**src/rtl/imem_loader.sv**
```systemverilog
// ---------------------------------------------------------------------------
// imem_loader
//
// Loads a program image into the IF stage's instruction memory through its
// write port while holding the core in reset. Bytes arrive on a valid/ready
// stream and are packed big-endian into 32-bit words. Each word is written
// to the next word address, starting at ADDR_BASE. When the last word has
// been written, CoreRST is released so the core fetches the new image.
//
// Ports:
//   CLK       clock, rising edge
//   RST       synchronous active-high reset
//   Start     single-cycle load request (only honoured in IDLE or DONE)
//   Len       number of words to load, sampled with Start
//   In_Valid  byte-stream valid
//   In_Data   byte-stream data
//   In_Ready  loader accepts a byte this cycle
//   W_Addr    IMem byte address of the write
//   W_Ins     instruction word being written
//   WE        IMem write enable
//   Busy      load in progress
//   Done      last load completed (sticky until next Start / reset)
//   Err       last Start was rejected (sticky until next Start / reset)
//   CoreRST   core reset hold; low only once a load has completed
// ---------------------------------------------------------------------------
module imem_loader #(
    parameter logic [31:0] ADDR_BASE = 32'h0000_0000,
    parameter int          MAX_WORDS = 1024
) (
    input  logic        CLK,
    input  logic        RST,
    input  logic        Start,
    input  logic [15:0] Len,
    input  logic        In_Valid,
    input  logic [7:0]  In_Data,
    output logic        In_Ready,
    output logic [31:0] W_Addr,
    output logic [31:0] W_Ins,
    output logic        WE,
    output logic        Busy,
    output logic        Done,
    output logic        Err,
    output logic        CoreRST
);

    typedef enum logic [1:0] {
        IDLE  = 2'd0,
        RECV  = 2'd1,
        WRITE = 2'd2,
        DONE  = 2'd3
    } state_t;

    // One extra bit so a Len of 65535 compares correctly against any limit.
    localparam logic [16:0] MAX_W = 17'(MAX_WORDS);

    state_t      state_reg,    state_next;
    logic [15:0] len_reg,      len_next;
    logic [15:0] index_reg,    index_next;
    logic [1:0]  byte_cnt_reg, byte_cnt_next;
    logic [31:0] w_ins_reg,    w_ins_next;
    logic [31:0] w_addr_reg,   w_addr_next;
    logic        err_reg,      err_next;
    logic        we_reg,       we_next;
    logic        in_ready_reg, in_ready_next;
    logic        busy_reg,     busy_next;
    logic        done_reg,     done_next;
    logic        core_rst_reg, core_rst_next;

    logic        accept;
    logic [31:0] shifted_word;

    assign accept = In_Valid && in_ready_reg && (state_reg == RECV);

    // Big-endian packing: every accepted byte pushes the previous ones one
    // lane up, so after four bytes the first one sits in [31:24].
    assign shifted_word[7:0] = In_Data;
    generate
        for (genvar gi = 1; gi < 4; gi++) begin : g_lane
            assign shifted_word[gi*8 +: 8] = w_ins_reg[(gi-1)*8 +: 8];
        end
    endgenerate

    always_ff @(posedge CLK) begin
        if (RST) begin
            state_reg    <= IDLE;
            len_reg      <= '0;
            index_reg    <= '0;
            byte_cnt_reg <= '0;
            w_ins_reg    <= '0;
            w_addr_reg   <= ADDR_BASE;
            err_reg      <= 1'b0;
            we_reg       <= 1'b0;
            in_ready_reg <= 1'b0;
            busy_reg     <= 1'b0;
            done_reg     <= 1'b0;
            core_rst_reg <= 1'b1;
        end else begin
            state_reg    <= state_next;
            len_reg      <= len_next;
            index_reg    <= index_next;
            byte_cnt_reg <= byte_cnt_next;
            w_ins_reg    <= w_ins_next;
            w_addr_reg   <= w_addr_next;
            err_reg      <= err_next;
            we_reg       <= we_next;
            in_ready_reg <= in_ready_next;
            busy_reg     <= busy_next;
            done_reg     <= done_next;
            core_rst_reg <= core_rst_next;
        end
    end

    always_comb begin
        state_next    = state_reg;
        len_next      = len_reg;
        index_next    = index_reg;
        byte_cnt_next = byte_cnt_reg;
        w_ins_next    = w_ins_reg;
        err_next      = err_reg;

        case (state_reg)
            IDLE, DONE: begin
                if (Start) begin
                    byte_cnt_next = '0;
                    index_next    = '0;
                    if (Len == 16'd0) begin
                        state_next = DONE;
                        err_next   = 1'b0;
                    end else if ({1'b0, Len} > MAX_W) begin
                        state_next = IDLE;
                        err_next   = 1'b1;
                    end else begin
                        state_next = RECV;
                        len_next   = Len;
                        err_next   = 1'b0;
                    end
                end
            end
            RECV: begin
                if (accept) begin
                    w_ins_next    = shifted_word;
                    byte_cnt_next = byte_cnt_reg + 2'd1;
                    if (byte_cnt_reg == 2'd3) begin
                        state_next = WRITE;
                    end
                end
            end
            WRITE: begin
                index_next    = index_reg + 16'd1;
                byte_cnt_next = '0;
                if ((index_reg + 16'd1) == len_reg) begin
                    state_next = DONE;
                end else begin
                    state_next = RECV;
                end
            end
            default: begin
                state_next = IDLE;
            end
        endcase

        // Outputs are registered copies of what the next state implies, so
        // e.g. In_Ready falls in the same cycle the FSM enters WRITE.
        we_next       = (state_next == WRITE);
        in_ready_next = (state_next == RECV);
        busy_next     = (state_next == RECV) || (state_next == WRITE);
        done_next     = (state_next == DONE);
        core_rst_next = (state_next != DONE);
        // The address tracks the word index; it only changes on the WRITE
        // edge, so it is stable for the whole cycle WE is high.
        w_addr_next   = ADDR_BASE + {14'b0, index_next, 2'b00};
    end

    assign In_Ready = in_ready_reg;
    assign W_Addr   = w_addr_reg;
    assign W_Ins    = w_ins_reg;
    assign WE       = we_reg;
    assign Busy     = busy_reg;
    assign Done     = done_reg;
    assign Err      = err_reg;
    assign CoreRST  = core_rst_reg;

endmodule

```
**config.mk**
```make
export PLATFORM = sky130hd
export DESIGN_NAME = imem_loader
export DESIGN_NICKNAME = d
export VERILOG_FILES = /design/src/rtl/imem_loader.sv
export SDC_FILE = /design/constraint.sdc
export NUM_CORES = 1
export LEC_CHECK = 0
export CORE_UTILIZATION = 52
export DETAILED_ROUTE_END_ITERATION = 7
export PLACE_DENSITY = 0.85
export RECOVER_POWER = 25
export SYNTH_ARGS = -nofsm -noshare
export SYNTH_HDL_FRONTEND = slang
export SYNTH_SLANG_ARGS = --single-unit
```
**constraint.sdc**
```tcl
create_clock -name CLK -period 4.8 [get_ports CLK]
set_clock_uncertainty 0.05 [all_clocks]
set_input_delay 0.96 -clock CLK [delete_from_list [all_inputs] [get_ports CLK]]
set_output_delay 0.96 -clock CLK [all_outputs]
set_load 0.005 [all_outputs]
```
==> results.sh <==
export IMPL_worst_r2r_setup_slack_ns=1.78
export IMPL_postCtsHoldBufs=0
export IMPL_chipWidth_um=85.7
export IMPL_placement_rows=30
export IMPL_power_clock_fraction=0.309
export IMPL_synth_most_common_cell="sky130_fd_sc_hd__nand2_1"
export IMPL_main_combinational_cell_family_by_area_after_synthesis="simple AND/OR/NAND/NOR gates"
export IMPL_stdcell_area_mm2=0.00458
export IMPL_cts_tree="yes"
export IMPL_post_cts_resize_count=0
export IMPL_synthTopCellsByArea="sky130_fd_sc_hd__dfxtp_1 (41%), sky130_fd_sc_hd__nand2_1 (8.3%), sky130_fd_sc_hd__a21oi_1 (7.6%)"
export IMPL_area_delta_synth_final_pct=25.8
export IMPL_post_cts_buffers=0
export IMPL_critPathCaptureType="flop"
export IMPL_design_portCount=98
export IMPL_post_synth_cell_area_avg_um2=8.01
export IMPL_clock_insertion_delay_at_the_later_pin_of_the_skew_report_ns=0.35
export IMPL_timing_final_crit_share=0.628
export IMPL_unrepaired_setup_endpoints_after_global_routing="no"
export IMPL_post_synth_inst_count=455
export IMPL_placement_setup_worst_slack_ns=1.45
export IMPL_max_slew_margin=0.216
export IMPL_finalHoldViolations=0
export IMPL_kind_of_path_behind_the_tightest_hold_check="reg2reg"
export IMPL_critical_path_cell_chain="ha_1, and2_1, and2_4, nor2b_1, a2111oi_4, o2111ai_1, o31a_1, a21oi_1, ha_1, nor2b_1"
export IMPL_startpoint="W_Addr[2]$_SDFFE_PP0P_"
export IMPL_die_height_um=85.7
export IMPL_synth_area_leader="sky130_fd_sc_hd__dfxtp_1"
export IMPL_routed_wire_length_per_instance_um=13.7
export IMPL_place_area_mm2=0.00439
export IMPL_num_fill_cells=564
export IMPL_dp_wirelength_um=5990
export IMPL_synth_compound_area_share=0.161
export IMPL_crit_path_leading_delay_family="compound AO/OA/AOI/OAI gates"
export IMPL_synth_edff_count=0
export IMPL_seq_power_share=0.430
export IMPL_power_static_leakage_nw=1.86
export IMPL_top_signal_layer_used="met4"
export IMPL_power_internal_mw=1.05
export IMPL_rr_startpoint="W_Addr[2]$_SDFFE_PP0P_"
export IMPL_number_of_antenna_violations_at_the_first_check_in_global_routing=0
export IMPL_outcome="complete, no violations"
export IMPL_die_area_mm2=0.00735
export IMPL_cts_reportedPaths_clkPinSlew_ns=0.07
export IMPL_cellPowerDensity_mw_per_mm2=338
export IMPL_detailedRoute_firstIterationViolations=300
export IMPL_grt_pass1_vias=2968
export IMPL_synth_yosys_seq_area_share=0.406
export IMPL_sequential_cell_area_mm2=0.00148
export IMPL_timing_critical_path_slowest_stage_cell="sky130_fd_sc_hd__dfxtp_1"
export IMPL_met2RoutedLength_um=3980
export IMPL_tritoncts_num_buffers=9
export IMPL_critical_path_max_stage_delay_ns=0.46
export IMPL_post_route_drc_count=0
export IMPL_critPathArrivalTime_ns=3.18
export IMPL_rr_endpoint="Busy$_SDFF_PP0_"
export IMPL_finalSetupTns_ns=0
export IMPL_synth_mux_area_frac=0.0333
export IMPL_port_buffer_count=81
export IMPL_antenna_cells_inserted=0
export IMPL_report_final_slew_viol_count=0
export IMPL_wl_um=8510
export IMPL_postSynth_topFlopCell="sky130_fd_sc_hd__dfxtp_1"
export IMPL_h_tree_depth=3
export IMPL_detail_route_wirelength_met1_um=3780
export IMPL_pin_count_of_the_biggest_net_entering_global_routing=43
export IMPL_num_nets_final=554
export IMPL_hp_start="W_Ins[31]$_SDFFE_PP0P_"
export IMPL_reg2reg_depth=10
export IMPL_gp_routability_congestion=0.861
export IMPL_globalRoute_totalOverflow=0
export IMPL_power_net_switching_mw=0.504
export IMPL_core_area_mm2=0.00679
export IMPL_worstPathMaxFanout=8
export IMPL_route_met3_wl_um=584
export IMPL_clock_tree_root_cell="sky130_fd_sc_hd__clkbuf_8"
export IMPL_yosys_area_share_adder=0.0275
export IMPL_number_of_stages_on_the_worst_setup_path=10
export IMPL_drt_antenna_violating_nets=0
export IMPL_worst_pin_slew_ns=1.17
export IMPL_floorplan_initialDensity=0.536
export IMPL_critPathKind="reg2reg"
export IMPL_largest_register_ff_count=32
export IMPL_vias_per_cell=5.40
export IMPL_synth_register_bits=74
export IMPL_final_period_minus_worst_setup_slack_ns=3.02
export IMPL_switching_share=0.325
export IMPL_clock_fmax_mhz=332
export IMPL_layout_setup_ws_ns=1.78
export IMPL_ys_top_cells_by_count="sky130_fd_sc_hd__nand2_1 (81), sky130_fd_sc_hd__dfxtp_1 (74), sky130_fd_sc_hd__a21oi_1 (55)"
export IMPL_irDropWorstVdd_mv=0.180
export IMPL_report_power_total_mw=1.55
export IMPL_yosysUniqueCellTypes=50
export IMPL_share_comb_of_total_power=0.262
export IMPL_timing_critical_path_required_ns=4.96
export IMPL_mappedNetlistArea_mm2=0.00364
export IMPL_area_used_by_multi_input_combinational_logic_mm2=0.00195
export IMPL_synth_top_area_frac=0.406
export IMPL_layout_drive_gt1_share=0.0478
export IMPL_route_vias_total=3345
export IMPL_crit_buf_inv=0
export IMPL_synth_xor_area_frac=0.0433
export IMPL_timing_final_setup_violations=0
export IMPL_yosysWarningCount=0
export IMPL_drt_pass1_iter_count=6
export IMPL_gr_usage_all_layers=0.240
export IMPL_ctsLongestPathBuffers=2
export IMPL_cap_viol_max_count=0
export IMPL_async_flop_share=0
export IMPL_startpoint_type="flop"
export IMPL_grt_first_pass_wirelength_um=14000
export IMPL_setup_worst_path_end="Busy$_SDFF_PP0_"
export IMPL_cts_sink_count=74
export IMPL_post_synth_and_or_nand_nor_area_fraction=0.254
==> per-stage QoR <==
step | hold WS (ns) | utilization | std cells
floorplan | 0.395 | - | 470
global placement | 0.391 | 0.646 | 603
detailed placement | 0.397 | 0.646 | 603
CTS | 0.408 | 0.675 | 619
global route | 0.427 | 0.675 | 619
finish | 0.403 | 0.675 | 619
==> power by group through the flow <==
stage / sequential (mW) / clock [mW] / combinational, mW
after floorplan: 0.680 / 0 / 0.272
after global placement: 0.681 / 0 / 0.388
after detailed placement: 0.682 / 0 / 0.403
after CTS: 0.668 / 0.484 / 0.410
after global routing: 0.672 / 0.510 / 0.453
final: 0.667 / 0.479 / 0.406
==> worst register-to-register path, cell delays in order (launching register included) <==
cell                        delay [ns]
sky130_fd_sc_hd__dfxtp_1          0.46
sky130_fd_sc_hd__ha_1             0.36
sky130_fd_sc_hd__and2_1           0.21
sky130_fd_sc_hd__and2_4           0.19
sky130_fd_sc_hd__nor2b_1          0.08
sky130_fd_sc_hd__a2111oi_4        0.35
sky130_fd_sc_hd__o2111ai_1        0.16
sky130_fd_sc_hd__o31a_1           0.36
sky130_fd_sc_hd__a21oi_1          0.25
sky130_fd_sc_hd__ha_1             0.28
sky130_fd_sc_hd__nor2b_1          0.12
==> cell type report <==
| class | instances | share of cell area |
|---|---|---|
| inverter | 6 | 0.00491 |
| tap | 96 | 0.0262 |
| clock buffer | 10 | 0.0278 |
| clock inverter | 6 | 0.0147 |
| multi-input combinational | 345 | 0.426 |
| sequential | 74 | 0.323 |
| timing repair buffer | 82 | 0.177 |
==> cells by family after synthesis <==
kind of cell | Yosys count
other | 1
xor gates and xnor gates | 18
adders and majority gates | 8
AOI/OAI and AO/OA | 97
buffers and inverters | 51
DFF | 74
muxes | 12
and+or+nand+nor | 194
==> cells in the final DEF, fill, tap and decap left out, types with 3 or more instances in the layout <==
cell	n
sky130_fd_sc_hd__mux2i_1	11
sky130_fd_sc_hd__xnor2_1	5
sky130_fd_sc_hd__o22ai_1	3
sky130_fd_sc_hd__o21ai_0	15
sky130_fd_sc_hd__inv_1	6
sky130_fd_sc_hd__dlygate4sd3_1	32
sky130_fd_sc_hd__a22oi_1	4
sky130_fd_sc_hd__nor3b_1	3
sky130_fd_sc_hd__clkdlybuf4s50_1	48
sky130_fd_sc_hd__clkbuf_8	9
sky130_fd_sc_hd__dfxtp_1	74
sky130_fd_sc_hd__and2_1	9
sky130_fd_sc_hd__nand3_1	12
sky130_fd_sc_hd__and3_1	8
sky130_fd_sc_hd__conb_1	16
sky130_fd_sc_hd__a311oi_1	4
sky130_fd_sc_hd__nor3_1	7
sky130_fd_sc_hd__nor2b_1	6
sky130_fd_sc_hd__nor4_1	4
sky130_fd_sc_hd__xor2_1	13
sky130_fd_sc_hd__nor2_1	41
sky130_fd_sc_hd__nand2b_1	7
sky130_fd_sc_hd__nand2_1	81
sky130_fd_sc_hd__a21oi_1	55
sky130_fd_sc_hd__ha_1	8
sky130_fd_sc_hd__nand4_1	7
==> layer usage <==
| metal | GRT usage | vias to the layer above |
|---|---|---|
| met4 | 0.106 | 0 |
| met2 | 0.371 | 142 |
| met3 | 0.0510 | 17 |
| li1 | - | 1651 |
| met5 | 0 | - |
| met1 | 0.325 | 1535 |
==> how the worst min path moves through the flow <==
stage	to	cells after the start
global route	W_Ins[28]$_SDFFE_PP0P_	2
finish	W_Ins[31]$_SDFFE_PP0P_	2
floorplan	len_reg[13]$_SDFFE_PP0P_	1
global placement	W_Ins[30]$_SDFFE_PP0P_	2
CTS	W_Ins[31]$_SDFFE_PP0P_	2
detailed placement	W_Ins[28]$_SDFFE_PP0P_	2
No activity file was read; power rests on OpenSTA's default activity.
